### config.mk
export PLATFORM = sky130hd
export DESIGN_NAME = alarm_trigger_unit
export DESIGN_NICKNAME = d
export VERILOG_FILES = /design/src/rtl/alarm_pkg.sv /design/src/rtl/alarm_trigger_unit_day_match.sv /design/src/rtl/alarm_trigger_unit.sv
export SDC_FILE = /design/constraint.sdc
export NUM_CORES = 1
export LEC_CHECK = 0
export ABC_AREA = 1
export BUFFER_PORTS_ARGS = -buffer_cell sky130_fd_sc_hd__buf_2
export CAP_MARGIN = 20
export CORE_MARGIN = 2
export CORE_UTILIZATION = 50
export DETAILED_ROUTE_END_ITERATION = 8
export PLACE_DENSITY = 0.87
export SLEW_MARGIN = 25
export SYNTH_ARGS = -nofsm -noshare
export SYNTH_HDL_FRONTEND = slang
export SYNTH_HIERARCHICAL = 1
export SYNTH_SLANG_ARGS = --single-unit
### constraint.sdc
create_clock -name Clk -period 4.1 [get_ports Clk]
set_input_delay 0.82 -clock Clk [delete_from_list [all_inputs] [get_ports Clk]]
set_output_delay 0.82 -clock Clk [all_outputs]
set_load 0.005 [all_outputs]
### src/rtl/alarm_pkg.sv
// Shared field positions, FSM encodings and day constants for the alarm trigger path.
package alarm_pkg;

   // Alarm register word layout: [12]=enable, [11:6]=hour, [5:0]=minute
   localparam int WORD_W  = 13;
   localparam int EN_BIT  = 12;
   localparam int HR_MSB  = 11;
   localparam int HR_LSB  = 6;
   localparam int MIN_MSB = 5;
   localparam int MIN_LSB = 0;

   // FSM encodings; the spare code 2'b11 is never entered and falls back to idle
   typedef enum logic [1:0] {
      ST_IDLE   = 2'b00,
      ST_RING   = 2'b01,
      ST_SNOOZE = 2'b10
   } alarm_state_e;

   // Day numbering of the running clock; 7 marks an invalid day
   localparam logic [2:0] SUN         = 3'd0;
   localparam logic [2:0] MON         = 3'd1;
   localparam logic [2:0] TUE         = 3'd2;
   localparam logic [2:0] WED         = 3'd3;
   localparam logic [2:0] THU         = 3'd4;
   localparam logic [2:0] FRI         = 3'd5;
   localparam logic [2:0] SAT         = 3'd6;
   localparam logic [2:0] DAY_INVALID = 3'd7;

   // True when an alarm word is enabled and its hour/minute equal the given time
   function automatic logic word_matches(input logic [WORD_W-1:0] word,
                                         input logic [5:0]        hour,
                                         input logic [5:0]        minute);
      return word[EN_BIT] &&
             (word[HR_MSB:HR_LSB]   == hour) &&
             (word[MIN_MSB:MIN_LSB] == minute);
   endfunction

endpackage

### src/rtl/alarm_trigger_unit_day_match.sv
// Picks today's alarm word and compares it against the running time.
// Pure combinational; the result is only meaningful in the Min_Tick cycle.
module alarm_trigger_unit_day_match
   import alarm_pkg::*;
(
   input  logic [WORD_W-1:0] q_r0,
   input  logic [WORD_W-1:0] q_r1,
   input  logic [WORD_W-1:0] q_r2,
   input  logic [WORD_W-1:0] q_r3,
   input  logic [WORD_W-1:0] q_r4,
   input  logic [WORD_W-1:0] q_r5,
   input  logic [WORD_W-1:0] q_r6,
   input  logic [2:0]        cur_day,
   input  logic [5:0]        cur_hour,
   input  logic [5:0]        cur_min,
   input  logic              min_tick,
   output logic              hit
);

   logic [WORD_W-1:0] sel;

   // 7:1 day mux; an invalid day selects an all-zero (disabled) word
   always_comb begin
      sel = '0;
      case (cur_day)
         SUN:     sel = q_r0;
         MON:     sel = q_r1;
         TUE:     sel = q_r2;
         WED:     sel = q_r3;
         THU:     sel = q_r4;
         FRI:     sel = q_r5;
         SAT:     sel = q_r6;
         default: sel = '0;
      endcase
   end

   assign hit = min_tick && (cur_day != DAY_INVALID) &&
                word_matches(sel, cur_hour, cur_min);

endmodule

### src/rtl/alarm_trigger_unit.sv
// Alarm trigger: starts ringing on a minute-boundary match, then runs the
// ring / snooze / auto-off sequence driven by one-cycle control pulses.
// All control inputs (Min_Tick, Sec_Tick, Snooze, Stop) are single-cycle
// pulses with no handshake; a pulse is consumed in the cycle it is high.
module alarm_trigger_unit
   import alarm_pkg::*;
#(
   parameter int RING_SEC   = 60,
   parameter int SNOOZE_SEC = 300,
   parameter int MAX_SNOOZE = 3,
   parameter int CNT_W      = 9
)(
   input  logic              Clk,
   input  logic              Clr,
   input  logic [WORD_W-1:0] Q_r0,
   input  logic [WORD_W-1:0] Q_r1,
   input  logic [WORD_W-1:0] Q_r2,
   input  logic [WORD_W-1:0] Q_r3,
   input  logic [WORD_W-1:0] Q_r4,
   input  logic [WORD_W-1:0] Q_r5,
   input  logic [WORD_W-1:0] Q_r6,
   input  logic [2:0]        Cur_Day,
   input  logic [5:0]        Cur_Hour,
   input  logic [5:0]        Cur_Min,
   input  logic              Min_Tick,
   input  logic              Sec_Tick,
   input  logic              Snooze,
   input  logic              Stop,
   output logic              Alarm,
   output logic              Snoozing,
   output logic [1:0]        Snooze_Cnt,
   output logic [1:0]        dbg_state
);

   localparam logic [CNT_W-1:0] RING_TERM   = CNT_W'(RING_SEC);
   localparam logic [CNT_W-1:0] SNOOZE_TERM = CNT_W'(SNOOZE_SEC);
   localparam logic [CNT_W-1:0] CNT_ONE     = CNT_W'(1);
   localparam logic [CNT_W-1:0] CNT_SAT     = '1;
   localparam logic [1:0]       SNZ_MAX     = 2'(MAX_SNOOZE);

   alarm_state_e     state, state_next;
   logic [CNT_W-1:0] sec_cnt, sec_cnt_next, sec_cnt_inc;
   logic [1:0]       snz_cnt, snz_cnt_next;
   logic             hit;

   alarm_trigger_unit_day_match u_day_match (
      .q_r0     (Q_r0),
      .q_r1     (Q_r1),
      .q_r2     (Q_r2),
      .q_r3     (Q_r3),
      .q_r4     (Q_r4),
      .q_r5     (Q_r5),
      .q_r6     (Q_r6),
      .cur_day  (Cur_Day),
      .cur_hour (Cur_Hour),
      .cur_min  (Cur_Min),
      .min_tick (Min_Tick),
      .hit      (hit)
   );

   // Saturating increment so the second counter can never wrap
   assign sec_cnt_inc = (sec_cnt == CNT_SAT) ? sec_cnt : sec_cnt + CNT_ONE;

   // Next-state logic; priority is Stop > Snooze > counter expiry > Hit
   always_comb begin
      state_next   = state;
      sec_cnt_next = sec_cnt;
      snz_cnt_next = snz_cnt;
      case (state)
         ST_IDLE: begin
            // Only a match starts an event; any pulse in the same cycle is dropped
            if (hit) begin
               state_next   = ST_RING;
               sec_cnt_next = '0;
               snz_cnt_next = '0;
            end
         end
         ST_RING: begin
            if (Stop) begin
               state_next = ST_IDLE;
            end else if (Snooze) begin
               if (snz_cnt < SNZ_MAX) begin
                  state_next   = ST_SNOOZE;
                  snz_cnt_next = snz_cnt + 2'd1;
                  sec_cnt_next = '0;
               end else begin
                  // Snooze budget exhausted: behaves as Stop
                  state_next = ST_IDLE;
               end
            end else if (Sec_Tick) begin
               sec_cnt_next = sec_cnt_inc;
               if (sec_cnt_inc >= RING_TERM) begin
                  state_next = ST_IDLE;
               end
            end
         end
         ST_SNOOZE: begin
            // Further snooze presses are ignored while already snoozing
            if (Stop) begin
               state_next = ST_IDLE;
            end else if (Sec_Tick) begin
               if (sec_cnt_inc >= SNOOZE_TERM) begin
                  state_next   = ST_RING;
                  sec_cnt_next = '0;
               end else begin
                  sec_cnt_next = sec_cnt_inc;
               end
            end
         end
         default: begin
            state_next = ST_IDLE;
         end
      endcase
   end

   // State, counters and registered outputs; Clr drops everything at once
   always_ff @(posedge Clk or posedge Clr) begin
      if (Clr) begin
         state    <= ST_IDLE;
         sec_cnt  <= '0;
         snz_cnt  <= '0;
         Alarm    <= 1'b0;
         Snoozing <= 1'b0;
      end else begin
         state    <= state_next;
         sec_cnt  <= sec_cnt_next;
         snz_cnt  <= snz_cnt_next;
         Alarm    <= (state_next == ST_RING);
         Snoozing <= (state_next == ST_SNOOZE);
      end
   end

   assign Snooze_Cnt = snz_cnt;
   assign dbg_state  = state;

endmodule

Word-level counts from Yosys, hierarchy flattened
Cells that the tools add are included.

Register bits: 15. Input bits: 112. Output and inout bits: 6. Logic and storage cells: 68.

$add $sub $neg: 2. Order comparisons: 3. Equal/unequal tests: 22. Mux-type cells: 26. Reductions and logical operators: 10.

Operators by type and width (count): 13-bit case mux with 7 select lines (1); 9-bit two-way mux (9); 9-bit case mux with 3 select lines (1); 2-bit two-way mux (13); 6-bit == test (2); 2-bit != test (second input constant) (6); 9-bit by 1-bit adder with 9-bit output (second input constant) (1); 3-bit == test (second input constant) (3); 9-bit == test (second input constant) (1); 9-bit by 6-bit >= comparator with 1-bit output (second input constant) (1); 9-bit >= comparator (second input constant) (1); 3-bit != test (second input constant) (3); 7-bit AND reduction (1); 3-bit by 2-bit == test with 1-bit output (second input constant) (2); 2-bit case mux with 3 select lines (1); 5-bit AND reduction (1); 2-bit by 1-bit == test with 1-bit output (second input constant) (2); 2-bit == test (second input constant) (2); 1-bit logical AND (4); 2-bit case mux with 2 select lines (1); 3-bit by 1-bit == test with 1-bit output (second input constant) (1); 3-bit logical NOT (1); 3-bit nonzero test (1); 2-bit by 1-bit adder with 2-bit output (second input constant) (1); 3 further kinds (3).

Longest topological paths before layout
Depth after elaboration: 9. Gate-level depth with buffers: 20. Depth with buffers taken out: 18.

By module
The synthesis kept the hierarchy.

By module, submodules not included: alarm_trigger_unit_day_match (times used 1, cells each 263, area an instance 1248.7 um^2, seq. area each 0.0 um^2); alarm_trigger_unit (times used 1, cells each 149, area an instance 1073.5 um^2, seq. area each 375.4 um^2).

Worst setup path before layout
Ideal clock, no wire load.

Kind: input port to flip-flop. From: in Cur_Day[1]. To: reg sec_cnt[2]. Setup time: 0.078 ns. Arrival: 2.823 ns. Required time: 4.022 ns. Setup slack: 1.198 ns. Stages: 19. Buffers on the path: 2. Cell sequence: buf_6 > nor2_2 > buf_4 > nand3_1 > o21ai_0 > nor2_1 > nand3_1 > nand2_1 > inv_1 > nand2_1 > nor2_1 > nand2_1 > nor2_2 > nor2_1 > nor3_1 > nand2_1 > nor2_1 > nand3_2 > o21ai_1.

Cells in the longest elaborated chain, start to end: 8. Elaborated cells between the ends (all ways): 17. Classes of those cells: eq/ne: 10; mux: 1; reduce/logical: 6.

Ends and longest elaborated chain: start: declaration (line alarm_trigger_unit.sv:22) `input logic [2:0] Cur_Day,`; 3-bit == test (tied with other cells) (line alarm_trigger_unit_day_match.sv:25) `case (cur_day)`; 13-bit case mux with 7 select lines (line alarm_trigger_unit_day_match.sv:25); 6-bit == test (line alarm_pkg.sv:34) `(word[HR_MSB:HR_LSB] == hour) &&`; 1-bit logical AND (line alarm_pkg.sv:33) `return word[EN_BIT] &&`; 1-bit logical AND (line alarm_pkg.sv:34); 1-bit logical AND * (line alarm_trigger_unit_day_match.sv:37) `assign hit = min_tick && (cur_day != DAY_INVALID) &&`; via hit (line alarm_trigger_unit.sv:44) `logic hit;`; 2-bit != test (no source line) *; 7-bit AND reduction (no source line) *; end signal: assignment (line alarm_trigger_unit.sv:126) `sec_cnt <= sec_cnt_next;`; end: declaration (line alarm_trigger_unit.sv:42) `logic [CNT_W-1:0] sec_cnt, sec_cnt_next, sec_cnt_inc;`.

The timed path passes the listed nets; every way through them passes the cells marked *. A chain may end at the register's enable or synchronous reset.

Final worst setup path
From: in Cur_Day[1]. To: reg sec_cnt[4].

Same word-level chain as after synthesis.

==> results.json <==
{
  "place_area_um2": 2889,
  "synth_top_area_frac": 0.1616,
  "slew_headroom": 0.6214,
  "io_pins": 118,
  "dp_hpwl_um": 5782,
  "ys.flop_type": "dfrtp_1",
  "dieHeight_um": 72.15,
  "drtIter0Drc": 355,
  "worst_path_dominant_cell_family": "simple AND/OR/NAND/NOR gates",
  "drt_pass1_iterations": 7,
  "grt_pass1_wl_um": 11850,
  "nets": 642,
  "p_leak_nw": 1.794,
  "synth_edf_count": 0,
  "diodes": 0,
  "die_x_um": 72.15,
  "cts_sinks": 15,
  "post_cts_resized": 0,
  "critPathArrivalTime_ps": 3520,
  "clkPwrFrac": 0.147,
  "period_share": 0.8185,
  "fillers": 393,
  "synth_area_leaders": "dfrtp_1 16%, nand2_1 16%, inv_1 11%",
  "die-area_um2": 5206,
  "slowest_delay_ps": 400,
  "grt_usage": 0.2823,
  "crit_path_end_kind": "register",
  "area_delta_synth_final_pct": 26.40,
  "netlist_instances": 412,
  "ys_ff_latch": 15,
  "path_cells": "buf_2 > inv_2 > nand3_2 > nor2_4 > nor2_1 > nand2_1 > nand2_1 > nand2_1 > nor2_1 > nand2_1 > nor2_1 > nand2_1 > nor2_2 > nor2_1 > nor3_1 > nand2_1 > nor2_1 > buf_4 > nand3_2 > o22ai_1",
  "core-area_um2": 4414,
  "vdd_ir_drop_max_mv": 0.2076,
  "wl_um": 7231,
  "tightest_slew_ps": 567.2,
  "postSynthAreaPerCell_um2": 5.636,
  "power.share.switching": 0.4566,
  "setup_tns_ps": 0,
  "dp.cells": 570,
  "slowest_stage": "buf_2",
  "path_clk_slew_ps": 60,
  "numCtsBuffers": 3,
  "hp-class": "reg2reg",
  "clock_latency_ps": 250,
  "crit_path_frequent_cell": "nand2_1",
  "layout.cells.non_filler": 574,
  "seq_power_share": 0.296,
  "grt_max_degree": 29,
  "clock_skew_ps": 4.559,
  "synth_fp_nets": 531,
  "synth.largest_area_cell": "dfrtp_1",
  "yosys.cell_count.top_type": "nand2_1",
  "cts_tree": "yes",
  "powerDensity_nw_per_um2": 280.1,
  "cts_setup_buffers": 0,
  "maxCapViolCount": 0,
  "wl_per_cell_um": 12.60,
  "synthArstFlopShare": 1.000,
  "path_class": "in2reg",
  "ys_seq_area_frac": 0.1616,
  "vias": 3081,
  "hold_viol": 0,
  "initial_core_util": 0.5261,
  "cts_max_level": 1,
  "crit_required_ps": 4270,
  "grt_pass1_vias": 2797,
  "cts-root-buf": "clkbuf_8",
  "yosysWarnings": 6,
  "stdcell_area_um2": 2935,
  "crit_fanout": 26,
  "reg2reg_slack_ps": 1990,
  "p_total_mw": 0.8221,
  "startpoint_type": "input port",
  "place.gp.congestion": 0.9839,
  "setup_viol": 0,
  "antenna_found_initial": 0,
  "hold_buffers": 0,
  "p_int_mw": 0.4467,
  "synth_common_cells": "100 x nand2_1, 68 x inv_1, 51 x nor2_1",
  "maxSlewViolCount": 0,
  "fmax_ghz": 0.2980,
  "fin_crit_ps": 3356,
  "ant_nets": 0,
  "p_sw_mw": 0.3753,
  "cp_num_buf_inv": 3,
  "rsz0062_at_grt": "no",
  "portBuffers": 117,
  "drc": 0,
  "overflow": 0,
  "drive_gt1_frac": 0.2835,
  "setup_slack_ps": 744.0,
  "comb_power_share": 0.557,
  "status": "completed",
  "viasPerCell": 5.368,
  "dp_worst_setup_slack_ps": 556.1,
  "cts.path.max_buffers": 2,
  "row_count": 24,
  "synth_cell_types": 33,
  "netlist_area_um2": 2322
}
power by group through the flow:
stage | registers, mW | clock network (mW) | logic, mW
finish | 0.244 | 0.121 | 0.458
global route | 0.249 | 0.130 | 0.525
CTS | 0.242 | 0.124 | 0.451
detailed placement | 0.244 | 0 | 0.448
global placement | 0.240 | 0 | 0.435
floorplan | 0.235 | 0 | 0.317
path summary, 6_finish.rpt:
path | from | cells after the start | end
setup / recovery | Cur_Day[1] | 20 | sec_cnt[4]
hold / removal | Snooze_Cnt[0] | 1 | Snooze_Cnt[0]
setup reg to reg | sec_cnt[0] | 16 | Snoozing
hold reg to reg | Snooze_Cnt[0] | 1 | Snooze_Cnt[0]
max in group asynchronous | Clr | 2 | Snooze_Cnt[0]
min in group asynchronous | Clr | 2 | sec_cnt[4]
final cells by class:
class,count,area [µm²],area share
clock buffer,3,41.29,0.01407
clock inverter,1,5.005,0.001705
inverter,73,274.0,0.09335
multi-input combinational,308,1551,0.5286
sequential,15,375.4,0.1279
tap,52,65.06,0.02217
timing repair buffer,122,623.1,0.2123
cell usage in the layout (no fill, tap or decap), types with 3 or more instances in the layout:
cell type  netlist  final
nor2_1          51     51
dfrtp_1         15     15
nand2_2          3      3
inv_2            4      4
nand2_1        100    100
nand3_1         43     43
clkbuf_8         0      3
nand4_1         32     32
buf_2            4    117
nand3_2          5      5
o22ai_1          8      8
buf_4            7      5
inv_1           68     68
o21ai_0         17     17
nand3b_1         3      3
a21oi_1          8      8
ha_1             7      7
nor2_2           4      4
o21ai_1         12     12
kinds of logic after synthesis:
group	share of synthesized area
compound gates	0.1148
buf+inv	0.1703
simple gates	0.5081
flops	0.1616
xor+xnor	0.007544
fa+ha+maj	0.03771
state kept, by name, summed over array words and instances, names as in the netlist:
| register | flops |
|---|---|
| sec_cnt | 9 |
| Snooze_Cnt | 2 |
| dbg_state | 2 |
| Alarm | 1 |
| Snoozing | 1 |
routing by layer:
layer	global-route usage	routed length [µm]	share of wire	vias to the layer above
li1	-	-	-	1563
met1	0.3668	3116	0.43	1335
met2	0.4781	3374	0.47	163
met3	0.04583	568	0.079	20
met4	0.09015	171	0.024	0
met5	0	0	0	-
stage by stage:
| stage | util | hold slack (ps) |
|---|---|---|
| final | 0.6650 | 552.4 |
| after global routing | 0.6650 | 576.8 |
| after CTS | 0.6650 | 554.0 |
| after detailed placement | 0.6545 | 539.6 |
| after global placement | 0.6545 | 534.3 |
| after floorplan | - | 530.2 |
Power figures use the tool's default switching activity.
